`src/rtl/keypad_pkg.sv`:
```
// Shared definitions for the 4x4 keypad scanner and its emulator:
// row/column line patterns, key code map, emulator state encoding and
// the key-code to row/column decode.
package keypad_pkg;

    // Active-low one-hot row drive patterns (scanner -> keypad)
    localparam logic [3:0] ROW0 = 4'b0111;
    localparam logic [3:0] ROW1 = 4'b1011;
    localparam logic [3:0] ROW2 = 4'b1101;
    localparam logic [3:0] ROW3 = 4'b1110;

    // Active-low one-hot column sense patterns (keypad -> scanner)
    localparam logic [3:0] COL0 = 4'b0111;
    localparam logic [3:0] COL1 = 4'b1011;
    localparam logic [3:0] COL2 = 4'b1101;
    localparam logic [3:0] COL3 = 4'b1110;

    // Released lines: nothing pulled low
    localparam logic [3:0] IDLE_LINES = 4'hF;

    // Bounce LFSR reset seed
    localparam logic [7:0] LFSR_SEED = 8'hA5;

    // Key codes as reported by the scanner
    typedef enum logic [3:0] {
        KEY_0 = 4'h0, KEY_1 = 4'h1, KEY_2 = 4'h2, KEY_3 = 4'h3,
        KEY_4 = 4'h4, KEY_5 = 4'h5, KEY_6 = 4'h6, KEY_7 = 4'h7,
        KEY_8 = 4'h8, KEY_9 = 4'h9, KEY_A = 4'hA, KEY_B = 4'hB,
        KEY_C = 4'hC, KEY_D = 4'hD, KEY_E = 4'hE, KEY_F = 4'hF
    } key_code_t;

    // Emulator press sequencing states
    typedef enum logic [2:0] {
        EMU_IDLE       = 3'd0,
        EMU_BOUNCE_IN  = 3'd1,
        EMU_HOLD       = 3'd2,
        EMU_BOUNCE_OUT = 3'd3,
        EMU_GAP        = 3'd4
    } emu_state_t;

    typedef struct packed {
        logic [1:0] row;
        logic [1:0] col;
    } rowcol_t;

    // Physical position of each key on the membrane
    function automatic rowcol_t key_to_rowcol(input logic [3:0] code);
        rowcol_t rc;
        rc = '{row: 2'd0, col: 2'd0};
        case (code)
            KEY_1: rc = '{row: 2'd0, col: 2'd0};
            KEY_2: rc = '{row: 2'd0, col: 2'd1};
            KEY_3: rc = '{row: 2'd0, col: 2'd2};
            KEY_A: rc = '{row: 2'd0, col: 2'd3};
            KEY_4: rc = '{row: 2'd1, col: 2'd0};
            KEY_5: rc = '{row: 2'd1, col: 2'd1};
            KEY_6: rc = '{row: 2'd1, col: 2'd2};
            KEY_B: rc = '{row: 2'd1, col: 2'd3};
            KEY_7: rc = '{row: 2'd2, col: 2'd0};
            KEY_8: rc = '{row: 2'd2, col: 2'd1};
            KEY_9: rc = '{row: 2'd2, col: 2'd2};
            KEY_C: rc = '{row: 2'd2, col: 2'd3};
            KEY_E: rc = '{row: 2'd3, col: 2'd0};
            KEY_0: rc = '{row: 2'd3, col: 2'd1};
            KEY_F: rc = '{row: 2'd3, col: 2'd2};
            KEY_D: rc = '{row: 2'd3, col: 2'd3};
            default: rc = '{row: 2'd0, col: 2'd0};
        endcase
        return rc;
    endfunction

    function automatic logic [3:0] row_pattern(input logic [1:0] row);
        logic [3:0] p;
        case (row)
            2'd0:    p = ROW0;
            2'd1:    p = ROW1;
            2'd2:    p = ROW2;
            default: p = ROW3;
        endcase
        return p;
    endfunction

    function automatic logic [3:0] col_pattern(input logic [1:0] col);
        logic [3:0] p;
        case (col)
            2'd0:    p = COL0;
            2'd1:    p = COL1;
            2'd2:    p = COL2;
            default: p = COL3;
        endcase
        return p;
    endfunction

    // Terminal count for a phase of n cycles; n == 0 still lasts one cycle
    function automatic int last_index(input int n);
        return (n == 0) ? 0 : n - 1;
    endfunction

endpackage

```
`src/rtl/lfsr8_bounce.sv`:
```
// 8-bit Fibonacci LFSR (taps 8,6,5,4) producing the pseudo-random
// contact level during bounce windows. Exists only when the bounce
// feature is built in (KEYPAD_EMU_BOUNCE_EN).
`ifdef KEYPAD_EMU_BOUNCE_EN
module lfsr8_bounce (
    input  logic       clk,
    input  logic       rst,
    input  logic       en,
    input  logic [7:0] seed,
    output logic       bit_out
);

    logic [7:0] lfsr_q;

    // Reload the seed on reset, otherwise shift only while enabled
    always_ff @(posedge clk or posedge rst) begin
        if (rst) begin
            lfsr_q <= seed;
        end else if (en) begin
            lfsr_q <= {lfsr_q[6:0], lfsr_q[7] ^ lfsr_q[5] ^ lfsr_q[4] ^ lfsr_q[3]};
        end
    end

    assign bit_out = lfsr_q[7];

endmodule
`endif

```
`src/rtl/keypad_matrix_emulator.sv`:
```
// Emulates a 4x4 active-low membrane keypad on the scanner's scan/sense
// lines. A press request latches the key's row/column, closes the
// contact for HOLD_CYCLES, then keeps it open for GAP_CYCLES before the
// next request is accepted. Define KEYPAD_EMU_BOUNCE_EN to add
// LFSR-driven bounce-in/bounce-out windows of BOUNCE_CYCLES each.
module keypad_matrix_emulator
    import keypad_pkg::*;
#(
    parameter int HOLD_CYCLES   = 1000,
    parameter int BOUNCE_CYCLES = 16,
    parameter int GAP_CYCLES    = 64,
    parameter int CNT_W         = 16
) (
    input  logic       clk,
    input  logic       rst,
    input  logic [3:0] key_code,
    input  logic       press_req,
    output logic       press_ready,
    output logic       busy,
    output logic       done,
    input  logic [3:0] scan_in,
    output logic [3:0] sense_out
);

    localparam logic [2:0] S_IDLE = EMU_IDLE;
    localparam logic [2:0] S_HOLD = EMU_HOLD;
    localparam logic [2:0] S_GAP  = EMU_GAP;

    localparam logic [CNT_W-1:0] LAST_HOLD = CNT_W'(last_index(HOLD_CYCLES));
    localparam logic [CNT_W-1:0] LAST_GAP  = CNT_W'(last_index(GAP_CYCLES));

`ifdef KEYPAD_EMU_BOUNCE_EN
    localparam logic [2:0] S_BOUNCE_IN  = EMU_BOUNCE_IN;
    localparam logic [2:0] S_BOUNCE_OUT = EMU_BOUNCE_OUT;
    localparam logic [2:0] S_AFTER_IDLE = S_BOUNCE_IN;
    localparam logic [2:0] S_AFTER_HOLD = S_BOUNCE_OUT;
    localparam logic [CNT_W-1:0] LAST_BOUNCE = CNT_W'(last_index(BOUNCE_CYCLES));
`else
    localparam logic [2:0] S_AFTER_IDLE = S_HOLD;
    localparam logic [2:0] S_AFTER_HOLD = S_GAP;
    // Bounce length has no meaning without the bounce windows
    logic unused_bounce_cfg;
    assign unused_bounce_cfg = ^BOUNCE_CYCLES;
`endif

    logic [2:0]       state;
    logic [2:0]       state_nxt;
    logic [CNT_W-1:0] cnt;
    logic [1:0]       row_q;
    logic [1:0]       col_q;
    logic             accept;
    logic             contact;
    logic             bounce_bit;
    logic [3:0]       sense_p1;
    rowcol_t          key_rc;

    assign accept = (state == S_IDLE) && press_req;
    assign key_rc = key_to_rowcol(key_code);

`ifdef KEYPAD_EMU_BOUNCE_EN
    lfsr8_bounce u_lfsr (
        .clk     (clk),
        .rst     (rst),
        .en      ((state == S_BOUNCE_IN) || (state == S_BOUNCE_OUT)),
        .seed    (LFSR_SEED),
        .bit_out (bounce_bit)
    );
`else
    assign bounce_bit = 1'b0;
`endif

    // Phase sequencing: each phase ends when the shared counter hits its last index
    always_comb begin
        state_nxt = state;
        case (state)
            S_IDLE:       if (accept)             state_nxt = S_AFTER_IDLE;
`ifdef KEYPAD_EMU_BOUNCE_EN
            S_BOUNCE_IN:  if (cnt == LAST_BOUNCE) state_nxt = S_HOLD;
            S_BOUNCE_OUT: if (cnt == LAST_BOUNCE) state_nxt = S_GAP;
`endif
            S_HOLD:       if (cnt == LAST_HOLD)   state_nxt = S_AFTER_HOLD;
            S_GAP:        if (cnt == LAST_GAP)    state_nxt = S_IDLE;
            default:                              state_nxt = S_IDLE;
        endcase
    end

    // State register and phase counter, cleared on every state entry
    always_ff @(posedge clk or posedge rst) begin
        if (rst) begin
            state <= S_IDLE;
            cnt   <= '0;
        end else begin
            state <= state_nxt;
            if ((state_nxt != state) || (state == S_IDLE)) begin
                cnt <= '0;
            end else begin
                cnt <= cnt + CNT_W'(1);
            end
        end
    end

    // Capture the key position at acceptance; ignored for the rest of the press
    always_ff @(posedge clk or posedge rst) begin
        if (rst) begin
            row_q <= 2'd0;
            col_q <= 2'd0;
        end else if (accept) begin
            row_q <= key_rc.row;
            col_q <= key_rc.col;
        end
    end

    // Contact level: closed in HOLD, pseudo-random while bouncing, open otherwise
    always_comb begin
        contact = 1'b0;
        case (state)
            S_HOLD:       contact = 1'b1;
`ifdef KEYPAD_EMU_BOUNCE_EN
            S_BOUNCE_IN,
            S_BOUNCE_OUT: contact = bounce_bit;
`endif
            default:      contact = 1'b0;
        endcase
    end

    // ---- stage p1: registered column sense answering the current row scan ----
    always_ff @(posedge clk or posedge rst) begin
        if (rst) begin
            sense_p1 <= IDLE_LINES;
        end else if (contact && (scan_in == row_pattern(row_q))) begin
            sense_p1 <= col_pattern(col_q);
        end else begin
            sense_p1 <= IDLE_LINES;
        end
    end

    assign sense_out   = sense_p1;
    assign press_ready = (state == S_IDLE);
    assign busy        = (state != S_IDLE);
    assign done        = (state == S_GAP) && (cnt == LAST_GAP);

endmodule

```
`config.mk`:
```
export PLATFORM = sky130hd
export DESIGN_NAME = keypad_matrix_emulator
export DESIGN_NICKNAME = d
export VERILOG_FILES = /design/src/rtl/keypad_pkg.sv /design/src/rtl/lfsr8_bounce.sv /design/src/rtl/keypad_matrix_emulator.sv
export SDC_FILE = /design/constraint.sdc
export NUM_CORES = 1
export LEC_CHECK = 0
export CAP_MARGIN = 0
export CORE_ASPECT_RATIO = 1.5
export CORE_MARGIN = 5
export CORE_UTILIZATION = 35
export DETAILED_ROUTE_END_ITERATION = 7
export MAX_ROUTING_LAYER = met4
export SYNTH_ARGS = -nofsm -noshare
export SYNTH_HDL_FRONTEND = slang
export SYNTH_SLANG_ARGS = --single-unit
```
`constraint.sdc`:
```
create_clock -name clk -period 3.8 [get_ports clk]
set_clock_uncertainty 0.2 [all_clocks]
set_input_delay 0.76 -clock clk [delete_from_list [all_inputs] [get_ports clk]]
set_output_delay 0.76 -clock clk [all_outputs]
set_load 0.03 [all_outputs]
```
==> summary.log <==
[min_path] cell depth of the worst min-delay path 1
[critical_path] startpoint class of the critical path register
[synthesis] Post-synth EDFFs 0
[finish] commonest non-fill, non-tap cell in the layout dfrtp_1
[global_route] first-pass GRT wire length 5040 µm
[critical_path] worst reg2reg path depth 5
[pwr] cell leakage power 0.000654 µW
[clock_tree] clock tree from TritonCTS done
[floorplan] Initial Utilization 0.359
[clock_tree] Inserted Clock Buffers 3
[synthesis] Synthesized Nets 161
[global_route] pin count of the biggest net entering global routing 28
[global_route] via count of the first global-routing pass 1,209
[timing] number of hold violations in the final report 0
[finish] area growth from synthesis to layout 18.1%
[synthesis] number of distinct standard cells referenced by the synthesized netlist 36
[synthesis] share of the yosys chip area belonging to registers 0.483
[clock_tree] number of clock sinks seen by CTS 27
[clock_tree] depth of the CTS H-tree 1
[min_path] worst hold start cnt[0]
[synthesis] most common flop cell mapped by yosys dfrtp_1
[critical_path] critical path data arrival time 2420 ps
[outcome] run status complete, no violations
[global_route] antenna violations before repair 0
[timing] Final Critical Period 3380 ps
[detailed_routing] met3 WL post-DR 79 µm
[timing] tightest hold margin 295 ps
[placed_design] Post-DP HPWL 2290 µm
[detailed_routing] post-detailed-route wirelength per cell 13.7 µm
[floorplan] floorplan die width 61.8 µm
[min_path] Min-Delay Endpoint cnt[0]
[detailed_routing] via count normalized by instance count 5.51
[synthesis] Synth async-reset ratio 1.00
[floorplan] I/O pin total 18
[timing] headroom to the max-slew limit 0.334
[detailed_routing] Post-Route WL 2910 µm
[finish] ratio of cells with drive above 1 in the final layout 0.0655
[clock_tree] Worst-Skew Late Latency 270 ps
[pwr] ratio of total power to cell area 327 nW/µm²
[clock_tree] count of cells resized by post-cts repair 0
[timing] setup TNS 0 ps
[critical_path] Worst Path Max Fanout 5
[flow_run] max cap viols 0
[finish] number of antenna cells inserted 0
[detailed_routing] Final ANT Viol Nets 0
[detailed_routing] first-pass iteration count of the detailed router 4
[floorplan] core area 3920 µm²
[clock_tree] Worst-path clk slew 90 ps
[floorplan] vertical die dimension 87.7 µm
[clock_tree] clock root buffer clkbuf_8
[floorplan] number of placement rows 28
[critical_path] startpoint-to-endpoint class of the critical path reg2out
[finish] commonest non-fill, non-tap cells in the layout dfrtp_1 (23), nor2_1 (22), clkdlybuf4s50_1 (17)
[placed_design] global placer's final weighted congestion 0.879
[critical_path] worst endpoint required time 2840 ps
[pwr] maximum VDD drop 0.199 mV
[clock_tree] count of hold-fix buffers inserted at cts 0
[critical_path] capturing element type of the critical path primary output
[timing] number of max-slew violations in the final report 0
[placed_design] count of input and output buffers 17
[clock_tree] buffers from clock root to sink, at most 2
[synthesis] Post-Syn Area per Cell 9.46 µm²
[detailed_routing] wire length on met2 1720 µm
[min_path] Tightest Hold Check Type reg2reg
[timing] worst slew pin tran 998 ps
[detailed_routing] met1 WL 1060 µm
[synthesis] proportion of netlist area held by the largest area contributor 0.409
[synthesis] largest cells by area after synthesis dfrtp_1 (41%), dfstp_2 (7.5%), nor2_1 (5.9%)
[synthesis] count of synthesis-stage warnings from yosys 0
[global_route] global-route usage over all layers 0.126
[detailed_routing] vias post-DR 1,174
[timing] setup repair after global routing missed its margin no
[critical_path] beginning of the worst register-to-register path cnt[0]
[detailed_routing] DRC viols 0
[finish] number of nets in the final layout 181
[timing] Period Utilization, post-route 0.889
[synthesis] area of the mapped netlist 1410 µm²
[detailed_routing] uppermost metal layer occupied by signal nets met4
[synthesis] register bit count reported by yosys 27
[clock_tree] post-CTS setup buffers 0
[synthesis] number of instances in the synthesized netlist 149
[synthesis] cell type with the largest total area after synthesis dfrtp_1
[critical_path] reg2reg end cnt[1]
[timing] maximum frequency from static timing analysis 0.296 GHz
[detailed_routing] Detailed Route Iter0 Violations 23
[floorplan] die outline area 5420 µm²
[timing] final-report setup violation count 0
[global_route] total congestion overflow after global routing 0
[critical_path] worst reg-to-reg setup slack 1710 ps
## state kept, by name, summed over array words and instances (netlist names)
signal and count:
cnt 16, sense_out 4, state 3, col_q 2, row_q 2
## layout make-up
cell class,count,area (µm²)
Sequential cell,27,681
Timing Repair Buffer,17,170
Inverter,7,26.3
Tap cell,45,56.3
Multi-Input combinational cell,113,686
Clock buffer,4,45.0
Fill cell,414,2260
## where the power goes
part	internal (µW)	total [µW]	switching [µW]	leakage [µW]
Sequential	300	313	13.7	0.000353
Clock	75.1	161	86.3	0.0000228
Combinational	30.5	69.0	38.5	0.000278
## synthesized netlist by cell type, drive strengths merged, types with 2 or more instances
master / number
inv: 7
nand4b: 2
xor2: 6
dfrtp: 23
nor3: 2
nand2: 15
nor3b: 3
and2: 2
and4: 2
dfstp: 4
nor2: 22
nor2b: 2
o211ai: 2
buf: 2
nor4: 5
xnor2: 7
a21oi: 4
nand3: 6
nand4: 9
o21ai: 10
## stage by stage
stage / cells / worst slack [ps] / power (µW) / util / area [µm²]
after CTS: 213 / 382 / 549 / 0.424 / 1660
final: 213 / 421 / 544 / 0.424 / 1660
after floorplan: 149 / 766 / 359 / - / 1410
after detailed placement: 209 / 686 / 389 / 0.413 / 1620
after global routing: 213 / 232 / 568 / 0.424 / 1660
after global placement: 209 / 732 / 385 / 0.413 / 1620
## worst max-delay path by stage
stage            from   end  slack (ps)  cells past startpoint
3_3_place_gp   cnt[0]  done         730                      5
4_1_cts        cnt[0]  done         380                      5
6_report       cnt[0]  done         420                      5
5_1_grt        cnt[0]  done         230                      5
2_1_floorplan  cnt[0]  done         770                      4
3_5_place_dp   cnt[0]  done         690                      5
## metal layers
metal | vias up | global-route usage
met5 | - | -
met4 | 0 | 0.0463
met3 | 5 | 0.0133
met2 | 21 | 0.247
met1 | 582 | 0.116
li1 | 566 | -
## kinds of logic (layout without fill, tap and decap cells)
logic type | Yosys count | count (layout) | synth area share
other | 1 | 1 | 0.00266
adders and majority gates | 1 | 1 | 0.00888
DFF | 27 | 27 | 0.483
and+or+nand+nor | 75 | 75 | 0.282
xor gates and xnor gates | 13 | 13 | 0.0808
buffers and inverters | 9 | 28 | 0.0302
muxes | 1 | 1 | 0.00711
AOI/OAI and AO/OA | 22 | 22 | 0.105
## critical path: stages (launching register included)
cell             delay (ps)
dfrtp_1                 400
ha_1                    270
and4bb_2                270
nand4_1                 190
nor4b_1                 290
clkdlybuf4s50_1         720
(Power assumes the default switching activity.)
